## src/rtl/key_lookup_unit.sv

```systemverilog
// key_lookup_unit: sequential key search over a one-hot-read entry store.
// Reports hit, one-hot hit index, lowest free slot and full flag.
module key_lookup_unit #(
    parameter int NUM_ENTRIES = 16,
    parameter int KEY_WIDTH   = 64
) (
    input  logic                   clk,
    input  logic                   rst_n,
    input  logic                   start,
    input  logic                   abort,
    input  logic [KEY_WIDTH-1:0]   key_in,
    input  logic [NUM_ENTRIES-1:0] used_in,
    output logic [NUM_ENTRIES-1:0] rd_sel,
    input  logic [KEY_WIDTH-1:0]   rd_key,
    output logic                   busy,
    output logic                   done,
    output logic                   hit,
    output logic [NUM_ENTRIES-1:0] hit_idx,
    output logic [NUM_ENTRIES-1:0] free_idx,
    output logic                   full
);

    localparam int CW = $clog2(NUM_ENTRIES);
    localparam logic [CW-1:0] LAST = CW'(NUM_ENTRIES - 1);
    localparam logic [NUM_ENTRIES-1:0] ONE = NUM_ENTRIES'(1);

    typedef enum logic [1:0] {
        IDLE = 2'd0,
        SCAN = 2'd1,
        DONE = 2'd2
    } state_e;

    state_e                 state_q, state_d;
    logic [CW-1:0]          cnt_q, cnt_d;
    logic [KEY_WIDTH-1:0]   key_q, key_d;
    logic [NUM_ENTRIES-1:0] used_q, used_d;
    logic                   hit_q, hit_d;
    logic [NUM_ENTRIES-1:0] hit_idx_q, hit_idx_d;
    logic [NUM_ENTRIES-1:0] free_q, free_d;
    logic                   full_q, full_d;

    logic [NUM_ENTRIES-1:0] used_inc;
    logic [NUM_ENTRIES-1:0] lowest_free;
    logic                   match;
    logic                   last;

    // Lowest zero of used_in as one-hot; the increment wraps to 0 when full.
    assign used_inc    = used_in + ONE;
    assign lowest_free = ~used_in & used_inc;

    // Unused entries never match, whatever the store returns.
    assign match = (state_q == SCAN) && used_q[cnt_q] && (rd_key == key_q);
    assign last  = (cnt_q == LAST);

    // State register.
    always_ff @(posedge clk or negedge rst_n) begin
        if (!rst_n) begin
            state_q <= IDLE;
        end else begin
            state_q <= state_d;
        end
    end

    // Next-state logic; abort outranks a match in the same cycle.
    always_comb begin
        state_d = state_q;
        unique case (state_q)
            IDLE: if (start) state_d = SCAN;
            SCAN: begin
                if (abort)              state_d = IDLE;
                else if (match || last) state_d = DONE;
            end
            DONE:    state_d = IDLE;
            default: state_d = IDLE;
        endcase
    end

    // Outputs decoded from state; abort suppresses the done pulse.
    always_comb begin
        rd_sel = '0;
        busy   = 1'b0;
        done   = 1'b0;
        unique case (state_q)
            IDLE: ;
            SCAN: begin
                rd_sel = ONE << cnt_q;
                busy   = 1'b1;
            end
            DONE: begin
                busy = 1'b1;
                done = !abort;
            end
            default: ;
        endcase
    end

    // Datapath next values: request latch, scan counter, result regs.
    always_comb begin
        cnt_d     = cnt_q;
        key_d     = key_q;
        used_d    = used_q;
        hit_d     = hit_q;
        hit_idx_d = hit_idx_q;
        free_d    = free_q;
        full_d    = full_q;
        unique case (state_q)
            IDLE: begin
                if (start) begin
                    key_d     = key_in;
                    used_d    = used_in;
                    cnt_d     = '0;
                    hit_d     = 1'b0;
                    hit_idx_d = '0;
                    free_d    = lowest_free;
                    full_d    = &used_in;
                end
            end
            SCAN: begin
                if (abort) begin
                    cnt_d     = '0;
                    hit_d     = 1'b0;
                    hit_idx_d = '0;
                    free_d    = '0;
                    full_d    = 1'b0;
                end else if (match) begin
                    hit_d     = 1'b1;
                    hit_idx_d = ONE << cnt_q;
                end else if (!last) begin
                    cnt_d = cnt_q + CW'(1);
                end
            end
            DONE: begin
                if (abort) begin
                    hit_d     = 1'b0;
                    hit_idx_d = '0;
                    free_d    = '0;
                    full_d    = 1'b0;
                end
            end
            default: ;
        endcase
    end

    // Datapath registers.
    always_ff @(posedge clk or negedge rst_n) begin
        if (!rst_n) begin
            cnt_q     <= '0;
            key_q     <= '0;
            used_q    <= '0;
            hit_q     <= 1'b0;
            hit_idx_q <= '0;
            free_q    <= '0;
            full_q    <= 1'b0;
        end else begin
            cnt_q     <= cnt_d;
            key_q     <= key_d;
            used_q    <= used_d;
            hit_q     <= hit_d;
            hit_idx_q <= hit_idx_d;
            free_q    <= free_d;
            full_q    <= full_d;
        end
    end

    assign hit      = hit_q;
    assign hit_idx  = hit_idx_q;
    assign free_idx = free_q;
    assign full     = full_q;

endmodule
```

## config.mk

```make
export PLATFORM = sky130hd
export DESIGN_NAME = key_lookup_unit
export DESIGN_NICKNAME = d
export VERILOG_FILES = /design/src/rtl/key_lookup_unit.sv
export SDC_FILE = /design/constraint.sdc
export NUM_CORES = 1
export LEC_CHECK = 0
export CORE_UTILIZATION = 40
export DETAILED_ROUTE_END_ITERATION = 12
export HOLD_SLACK_MARGIN = 0.03
export PLACE_DENSITY = 0.71
export SLEW_MARGIN = 15
export SYNTH_ARGS = -nofsm -noshare
export SYNTH_HDL_FRONTEND = slang
export SYNTH_SLANG_ARGS = --single-unit
```

## constraint.sdc

```tcl
create_clock -name clk -period 3 [get_ports clk]
set_input_delay 0.3 -clock clk [delete_from_list [all_inputs] [get_ports clk]]
set_output_delay 0.3 -clock clk [all_outputs]
set_load 0.02 [all_outputs]
```

==> impl_metrics.env <==
export IMPL_status="finished, final reports clean"
export IMPL_maxCapViolations=0
export IMPL_drt_wirelength_per_cell_um=18.03
export IMPL_die_h_um=124.6
export IMPL_via_per_inst=5.314
export IMPL_synthTopCellsByCount="120 x dfrtp_1, 80 x mux2_2, 53 x xnor2_1"
export IMPL_seq_area_frac_synth=0.4995
export IMPL_tightest_slew_ns=0.6812
export IMPL_port_buffers=199
export IMPL_die_x_um=124.6
export IMPL_ff2ff_setup_slack_ns=0.36
export IMPL_async_reset_ff_frac=1.000
export IMPL_diodes=0
export IMPL_clock_sinks=120
export IMPL_syn_inst=510
export IMPL_setup_slack_ns=0.3599
export IMPL_insertion_delay_ns=0.41
export IMPL_routed_wl_um=16480
export IMPL_nets=875
export IMPL_timing_fmax_mhz=378.8
export IMPL_synth_area_per_cell_um2=11.79
export IMPL_cp_startpoint="key_q[34]"
export IMPL_fill_cells=1186
export IMPL_clock_skew_ns=0.005835
export IMPL_tns_ns=0
export IMPL_synth_nets=668
export IMPL_arrival_ns=2.93
export IMPL_required_ns=3.29
export IMPL_maxSlewHeadroom=0.5458
export IMPL_fp_dieArea_um2=15520
export IMPL_grt_overflow=0
export IMPL_antenna_found_initial=0
export IMPL_core_region_area_um2=14590
export IMPL_drtPass1Iterations=4
export IMPL_crit_path_end="cnt_q[0]"
export IMPL_path_max_fanout=6
export IMPL_r2r_start="key_q[34]"
export IMPL_irDropWorstVdd_mv=0.3905
export IMPL_dp_hpwl_um=12470
export IMPL_rsz0062_at_grt="false"
export IMPL_cts_max_level=4
export IMPL_hold_viol_final=0
export IMPL_syn_cell_area_um2=6012
export IMPL_grt_pass1_wl_um=26720
export IMPL_hp_class="input pin to async pin"
export IMPL_synth_ff_type="dfrtp_1"
export IMPL_synthTopCellsByArea="dfrtp_1 50%, mux2_2 15%, xnor2_1 7.7%"
export IMPL_min_period_over_period=0.8800
export IMPL_critical_path_class="flip-flop to flip-flop"
export IMPL_drc_errors=0
export IMPL_start_kind="flip-flop"
export IMPL_drtIter0Drc=261
export IMPL_first_global_vias=5062
export IMPL_drive_above_1_share=0.1726
export IMPL_synth_edff_count=0
export IMPL_numCtsBuffers=17
export IMPL_area_growth_pct=46.85
export IMPL_period_minus_slack_ns=2.640
export IMPL_synth_cell_types=41
export IMPL_clockBufferDepth=2
export IMPL_r2r_end="cnt_q[0]"
export IMPL_clockRootBuffer="clkbuf_16"
export IMPL_place_congestion=0.8563
export IMPL_place_ws_ns=-0.02196
export IMPL_cts_tree="built"
export IMPL_pin_count=200
export IMPL_gr_usage_all_layers=0.2209
export IMPL_ys_warn_count=0
export IMPL_initial_core_util=0.4121
export IMPL_synth_top_area_frac=0.4995
export IMPL_yosysMostFrequentCell="dfrtp_1"
export IMPL_ys_seq_elements=120
export IMPL_reg2reg_depth=7
export IMPL_rows=44
export IMPL_drv_slew=0
export IMPL_vias=4857
export IMPL_power_density_nw_per_um2=799.5
export IMPL_clk_pin_slew_ns=0.06
export IMPL_yosys_area_top_type="dfrtp_1"
export IMPL_total_power_mw=7.059
export IMPL_ant_nets=0
export IMPL_p_leak_nw=3.549
export IMPL_grt_max_degree=67
export IMPL_final_core_util=0.6051
export IMPL_critPathCaptureType="flip-flop"
export IMPL_setup_violations=0
[report_power, final]
group | switching, mW | leakage (nW) | internal [mW] | total (mW)
Sequential | 0.422 | 1.49 | 2.21 | 2.63
Clock | 0.730 | 0.274 | 1.26 | 1.99
Combinational | 1.12 | 1.79 | 1.32 | 2.44
Total | 2.27 | 3.55 | 4.79 | 7.06
[cell type report]
cell class              count  area [um^2]  area share
clock inverters            12        126.4     0.01431
repair buffers            208         2085      0.2361
well taps                 184        230.2     0.02608
inverters                  13        48.80    0.005527
clock buffers              20        456.7     0.05173
flip-flops and latches    120         3003      0.3401
multi-input cells         357         2879      0.3261
[kinds of logic after synthesis]
logic type,after synthesis,synth area share
simple gates,153,0.1372
compound gates,51,0.06535
fa+ha+maj,10,0.02081
xor+xnor,57,0.08304
buf+inv,33,0.02352
mux,86,0.1707
flops,120,0.4995
[layout by cell type, fill, tap and decap left out, types with 3 or more instances in the layout]
cell,synthesis,final
ha_1,10,10
clkinvlp_4,0,5
and3_1,6,6
nand2b_1,23,23
a32o_1,16,16
nor2b_1,3,3
inv_1,13,13
o21ai_0,16,16
buf_4,0,7
dfrtp_1,120,120
nor4_1,9,9
xor2_1,4,4
nor2_1,14,14
nand3_1,8,8
clkinv_2,0,4
nand2_1,41,40
nor3_1,11,11
xnor2_1,53,53
mux4_1,4,4
nand4_1,26,26
a22o_1,4,4
o41ai_1,4,4
clkdlybuf4s50_1,0,198
clkbuf_16,0,17
mux2_2,80,80
[critical path, cell delays in order (launching register included)]
cell and delay, ns:
dfrtp_1 0.38, xnor2_1 0.34, nand2_1 0.09, or3b_2 0.48
nor4_1 0.45, and4b_4 0.38, nor3_1 0.10, mux2_2 0.29
[per-stage QoR]
step / hold slack [ns] / std cells / area (um^2)
after floorplan: 0.004409 / 510 / 6012
after global placement: 0.2081 / 881 / 8232
after detailed placement: 0.2127 / 881 / 8232
after CTS: 0.3199 / 914 / 8825
after global routing: 0.3353 / 914 / 8828
final: 0.3205 / 914 / 8828
[routing by layer]
metal | wire length, um | vias up | share of wire | track usage
met3 | 771 | 19 | 0.047 | 0.05412
li1 | - | 2266 | - | -
met2 | 8161 | 155 | 0.50 | 0.3591
met4 | 335 | 0 | 0.020 | 0.09213
met5 | 0 | - | 0 | 0
met1 | 7210 | 2417 | 0.44 | 0.2801
[worst min path at each step]
stage | start | to | slack [ns] | cells past startpoint
floorplan | rst_n | cnt_q[0] | 0.004 | 0
global placement | rst_n | full | 0.21 | 1
detailed placement | rst_n | full | 0.21 | 1
CTS | rst_n | full | 0.32 | 2
global route | rst_n | full | 0.34 | 2
finish | rst_n | full | 0.32 | 2
[sequential cells by signal, summed over array words and instances, names as in the netlist]
| register | flops |
|---|---|
| hit_idx | 16 |
| state_q | 2 |
| key_q | 64 |
| used_q | 16 |
| cnt_q | 4 |
| hit | 1 |
| full | 1 |
| free_idx | 16 |
[repair_timing]
action,4_1_cts,5_1_grt
gates resized for setup,0,1
hold buffers,1,0
endpoints found under the setup margin,0,16
hold endpoints to repair,20,0
setup buffers,0,0
Note: power is estimated with default switching activity, not from simulation.
==> patch 1: new RTL, config.mk and constraints unchanged <==
Re-encode `state_e` (3 states) as one-hot, 3 bits wide.
--- a/src/rtl/key_lookup_unit.sv
+++ b/src/rtl/key_lookup_unit.sv
@@ -24,10 +24,10 @@
     localparam logic [CW-1:0] LAST = CW'(NUM_ENTRIES - 1);
     localparam logic [NUM_ENTRIES-1:0] ONE = NUM_ENTRIES'(1);
 
-    typedef enum logic [1:0] {
-        IDLE = 2'd0,
-        SCAN = 2'd1,
-        DONE = 2'd2
+    typedef enum logic [2:0] {
+        IDLE = 3'b001,
+        SCAN = 3'b010,
+        DONE = 3'b100
     } state_e;
 
     state_e                 state_q, state_d;
Behaviour: same outputs for any inputs over 4 cycles, from zero or initial values and one cycle with rst_n low; so few cycles prove little.
==> patch 1 against the original RTL <==
Sequential cell count up 1; total power down 4.7%; design area down 2.0%; wire length up 4.8%; die area down 0.96%; critical endpoint is now rd_sel[4]; first-iteration DRC count up 7.3%; synthesized area down 0.98%; largest cell class unchanged; setup slack worse by 0.10 ns.
==> patch 1: results (changes against the original RTL) <==
Run status
  • Run status: finished, final reports clean

GRT
  • Global router's overall resource usage: 23.1% (+1.0 points)
  • First-pass GRT wire length: 26.5 mm (-0.95%)
  • Initial antenna violation count: 1 (+1)
  • Largest net degree at the start of global routing: 68 (+1.5%)
  • Met1 routing resource usage after global routing: 29.7% (+1.7 points)
  • Met3 GRT Util: 4.85% (-0.56 points)

Setup path
  • Register-to-Register Setup Slack: 0.44 ns (+0.08 ns)
  • Category of cells accounting for the largest share of critical-path delay: buffers and inverters

Final layout
  • Area share of buffers outside the clock network: 24.1% (+0.50 points)
  • Fin util: 59.5% (-0.97 points)
  • Count of clock-net buffers in the final layout: 26 (+30%)
  • Multi-input logic area: 0.00277 sq mm (-4.0%)
  • Fraction of layout cells with a size suffix above 1: 6.72% (-11 points)
  • Share of cell area taken by flip-flops and latches: 35.0% (+0.99 points)
  • Multi-input gates: 491 (+38%)
  • Fill count: 1273 (+7.3%)
  • Antenna fix cells: 1 (+1)
  • Number of buffers other than clock buffers in the final layout: 210 (+0.96%)
  • Net total in the final layout: 1006 (+15%)

Placement
  • Estimated wirelength of the detail-placed design: 13.1 mm (+4.8%)
  • Cell Area, Placed: 0.00814 sq mm (-1.1%)

Timing
  • Worst relative slew slack: 40.1% (-15 points)

Worst hold path
  • Hold Crit Class: in2reg

Power
  • Power share of the combinational group: 34.8% (+0.3 points)
  • Switching component of the power: 2.43 mW (+7.1%)
  • Comb. pwr: 2.34 mW (-4%)

Logic synthesis
  • Total standard cell area after synthesis: 0.00595 sq mm (-0.98%)
  • Proportion of synthesized chip area in sequential cells: 50.9% (+0.93 points)
  • Synthesized net count: 804 (+20%)
  • Synth Instances: 650 (+27%)

Routing
  • Routed length per instance: 16.5 microns (-8.6%)
  • Initial DRC count: 280 (+7.3%)
  • Detailed-routing iteration count for the pre-antenna-repair pass: 6 (+2)
patch 1: cell count changes after synthesis, moves of 5 or more:
cell | before | now
sky130_fd_sc_hd__nand2_1 | 41 | 266
sky130_fd_sc_hd__mux2_2 | 80 | 2
sky130_fd_sc_hd__nand2b_1 | 23 | 2
sky130_fd_sc_hd__a32o_1 | 16 | 0
sky130_fd_sc_hd__nor2_1 | 14 | 24
sky130_fd_sc_hd__xor2_1 | 4 | 13
sky130_fd_sc_hd__o2bb2ai_1 | 0 | 8
sky130_fd_sc_hd__and3_1 | 6 | 0
sky130_fd_sc_hd__nor3_1 | 11 | 5
sky130_fd_sc_hd__a22o_2 | 0 | 5
sky130_fd_sc_hd__clkbuf_1 | 14 | 19
patch 1: cell families after synthesis:
group / count (synthesis) / share of synthesized area [%]
adder cells (fa/ha/maj): 6 / 1.26
buffers and inverters: 38 / 2.84
AO/OA/AOI/OAI: 48 / 6.07
multiplexers: 8 / 2.23
flip-flops: 121 / 50.9
AND/OR/NAND/NOR: 364 / 27.2
XOR/XNOR: 65 / 9.56
patch 1: layer usage:
layer  up-vias  share of wire, %
met2       187                47
met1      2561                45
met4         0               2.7
met5         -                 0
met3        32               5.5
li1       2552                 -
patch 1: final timing paths:
| kind | start | depth (start not counted) | end |
|---|---|---|---|
| setup / recovery | state_q[2] | 5 | rd_sel[4] |
| hold / removal | key_in[63] | 3 | key_q[63] |
| setup reg to reg | key_q[40] | 7 | hit_idx[4] |
| hold reg to reg | hit_idx[0] | 1 | hit_idx[0] |
| max in group asynchronous | rst_n | 3 | state_q[0] |
| min in group asynchronous | rst_n | 2 | key_q[56] |
==> patch 2: new RTL, config.mk and constraints unchanged <==
Without the edit above. Change the parameter `KEY_WIDTH` from 64 to 128.
--- a/src/rtl/key_lookup_unit.sv
+++ b/src/rtl/key_lookup_unit.sv
@@ -2,7 +2,7 @@
 // Reports hit, one-hot hit index, lowest free slot and full flag.
 module key_lookup_unit #(
     parameter int NUM_ENTRIES = 16,
-    parameter int KEY_WIDTH   = 64
+    parameter int KEY_WIDTH   = 128
 ) (
     input  logic                   clk,
     input  logic                   rst_n,
Interface: changed (resized key_in and rd_key); port bits go from 200 to 328. No check against the original RTL was run, so the function may have changed too.
==> patch 2 against the original RTL <==
Clock power up 13%; setup slack got worse by 0.16 ns; synthesized cell count grew 65%; combinational power rose by 67%; synthesized area grew 61%; critical path type unchanged; first-iteration DRC count increased by 64%; design area up 59%; sequential cell count up 64; wire length is 77% higher; critical endpoint is now hit_idx[1]; total power increased by 50%.
==> patch 2: results (changes against the original RTL) <==
Run status
  • Run status: finished, final reports clean

GRT
  • Initial antenna violation count: 1 (+1)
  • Via count of the first global-routing pass: 8271 (+63%)
  • First-pass GRT wire length: 44.9 mm (+68%)
  • Largest net degree at the start of global routing: 124 (+85%)
  • Global router's overall resource usage: 24.2% (+2.1 points)

Logic synthesis
  • Mux share of post-synthesis cell area: 17.5% (+0.40 points)
  • Proportion of synthesized chip area in sequential cells: 47.6% (-2.3 points)
  • Adder-cell share of the synthesized area: 1.29% (-0.79 points)
  • XOR/XNOR share of the synthesized area: 7.07% (-1.2 points)
  • Compound-gate portion of the synthesized area: 6.64% (+0.10 points)
  • Distinct cells, synth: 60 (+46%)
  • Synthesized net count: 1129 (+69%)

Timing
  • Clk_skew: 0.0134 ns (+0.00760 ns)

Power
  • Peak VDD IR: 0.000502 V (+28%)

Final layout
  • Fraction of layout cells with a size suffix above 1: 17.6% (+0.35 points)
  • Filler-free cell count of the finished design: 1518 (+66%)
  • Flip-flop count of the largest register, all copies and words added: 128 (+100%)

CTS
  • Clock-pin slew on the worst setup and hold paths: 0.08 ns (+0.02 ns)
  • Clock latency on the worst-skew pair: 0.44 ns (+0.03 ns)

Setup path
  • Terminus of the critical flop-to-flop path: hit_idx[1]
  • Worst-case reg-to-reg path depth: 11 (+4)
  • Max Fanout on Critical Path: 7 (+1)
  • Register-to-Register Setup Slack: 0.20 ns (-0.16 ns)
  • Worst path arrival time: 3.16 ns (+0.23 ns)

Placement
  • Estimated wirelength of the detail-placed design: 23.3 mm (+87%)
  • Pre-CTS setup slack: -0.198 ns (-0.176 ns)

Routing
  • Detailed-routing iteration count for the pre-antenna-repair pass: 5 (+1)
  • Initial DRC count: 428 (+64%)
patch 2: where the power goes:
part           total (mW)  leakage [nW]  internal (mW)  switching (mW)
logic                4.08          3.15           2.20            1.88
registers            4.27          2.24           3.51           0.757
clock network        2.24         0.284           1.12            1.12
patch 2: kinds of logic (layout without fill, tap and decap cells):
| logic type | Yosys count | count (layout) |
|---|---|---|
| other cells | 0 | 1 |
| xor+xnor | 78 | 78 |
| compound gates | 83 | 83 |
| mux | 146 | 146 |
| buf+inv | 53 | 408 |
| fa+ha+maj | 10 | 10 |
| flops | 184 | 184 |
| simple gates | 289 | 289 |
patch 2: cell type report:
class	instances	area, sq um
Sequential cell	184	4600
Fill cell	1996	9600
Clock inverter	14	161
Multi-Input combinational cell	606	4850
Clock buffer	18	429
Inverter	30	113
Timing Repair Buffer	346	3450
Antenna cell	1	2.50
Tap cell	319	399
patch 2: per-stage QoR:
step | total power, mW | hold slack, ns | cell area [sq um] | utilization (%)
after global placement | 8.27 | 0.359 | 13400 | 56.8
after floorplan | 6.91 | 0.00441 | 9670 | -
final | 10.6 | 0.442 | 14000 | 59.3
after global routing | 11.3 | 0.446 | 14000 | 59.3
after CTS | 10.7 | 0.445 | 14000 | 59.3
after detailed placement | 8.39 | 0.359 | 13400 | 56.8
patch 2: routing by layer:
metal | global-route usage [%] | up-vias | share of wire, % | wire (microns)
li1 | - | 3740 | - | -
met1 | 30.1 | 3804 | 42 | 12300
met2 | 41.2 | 270 | 49 | 14500
met3 | 6.31 | 43 | 6.4 | 1880
met4 | 7.03 | 0 | 2.2 | 629
met5 | 0 | - | 0 | 0
patch 2: how the worst max path moves through the flow:
stage / startpoint / to / slack [ns] / cells past startpoint
final: key_q[103] / hit_idx[1] / 0.20 / 11
after global placement: rd_key[103] / hit_idx[11] / -0.13 / 11
after global routing: state_q[1] / rd_sel[0] / 0.02 / 7
after floorplan: key_q[124] / hit_idx[12] / 0.53 / 9
after detailed placement: rd_key[103] / hit_idx[1] / -0.20 / 12
after CTS: key_q[103] / hit_idx[1] / 0.09 / 11
patch 2: worst max-delay path: stages (launching register included):
cell,delay (ns)
sky130_fd_sc_hd__dfrtp_1,0.42
sky130_fd_sc_hd__xor2_1,0.17
sky130_fd_sc_hd__nor4_2,0.30
sky130_fd_sc_hd__buf_4,0.16
sky130_fd_sc_hd__nand4b_1,0.08
sky130_fd_sc_hd__or4_1,0.60
sky130_fd_sc_hd__nor3_2,0.19
sky130_fd_sc_hd__buf_4,0.14
sky130_fd_sc_hd__and2_4,0.19
sky130_fd_sc_hd__buf_4,0.15
sky130_fd_sc_hd__nand3_2,0.12
sky130_fd_sc_hd__o2bb2ai_1,0.19
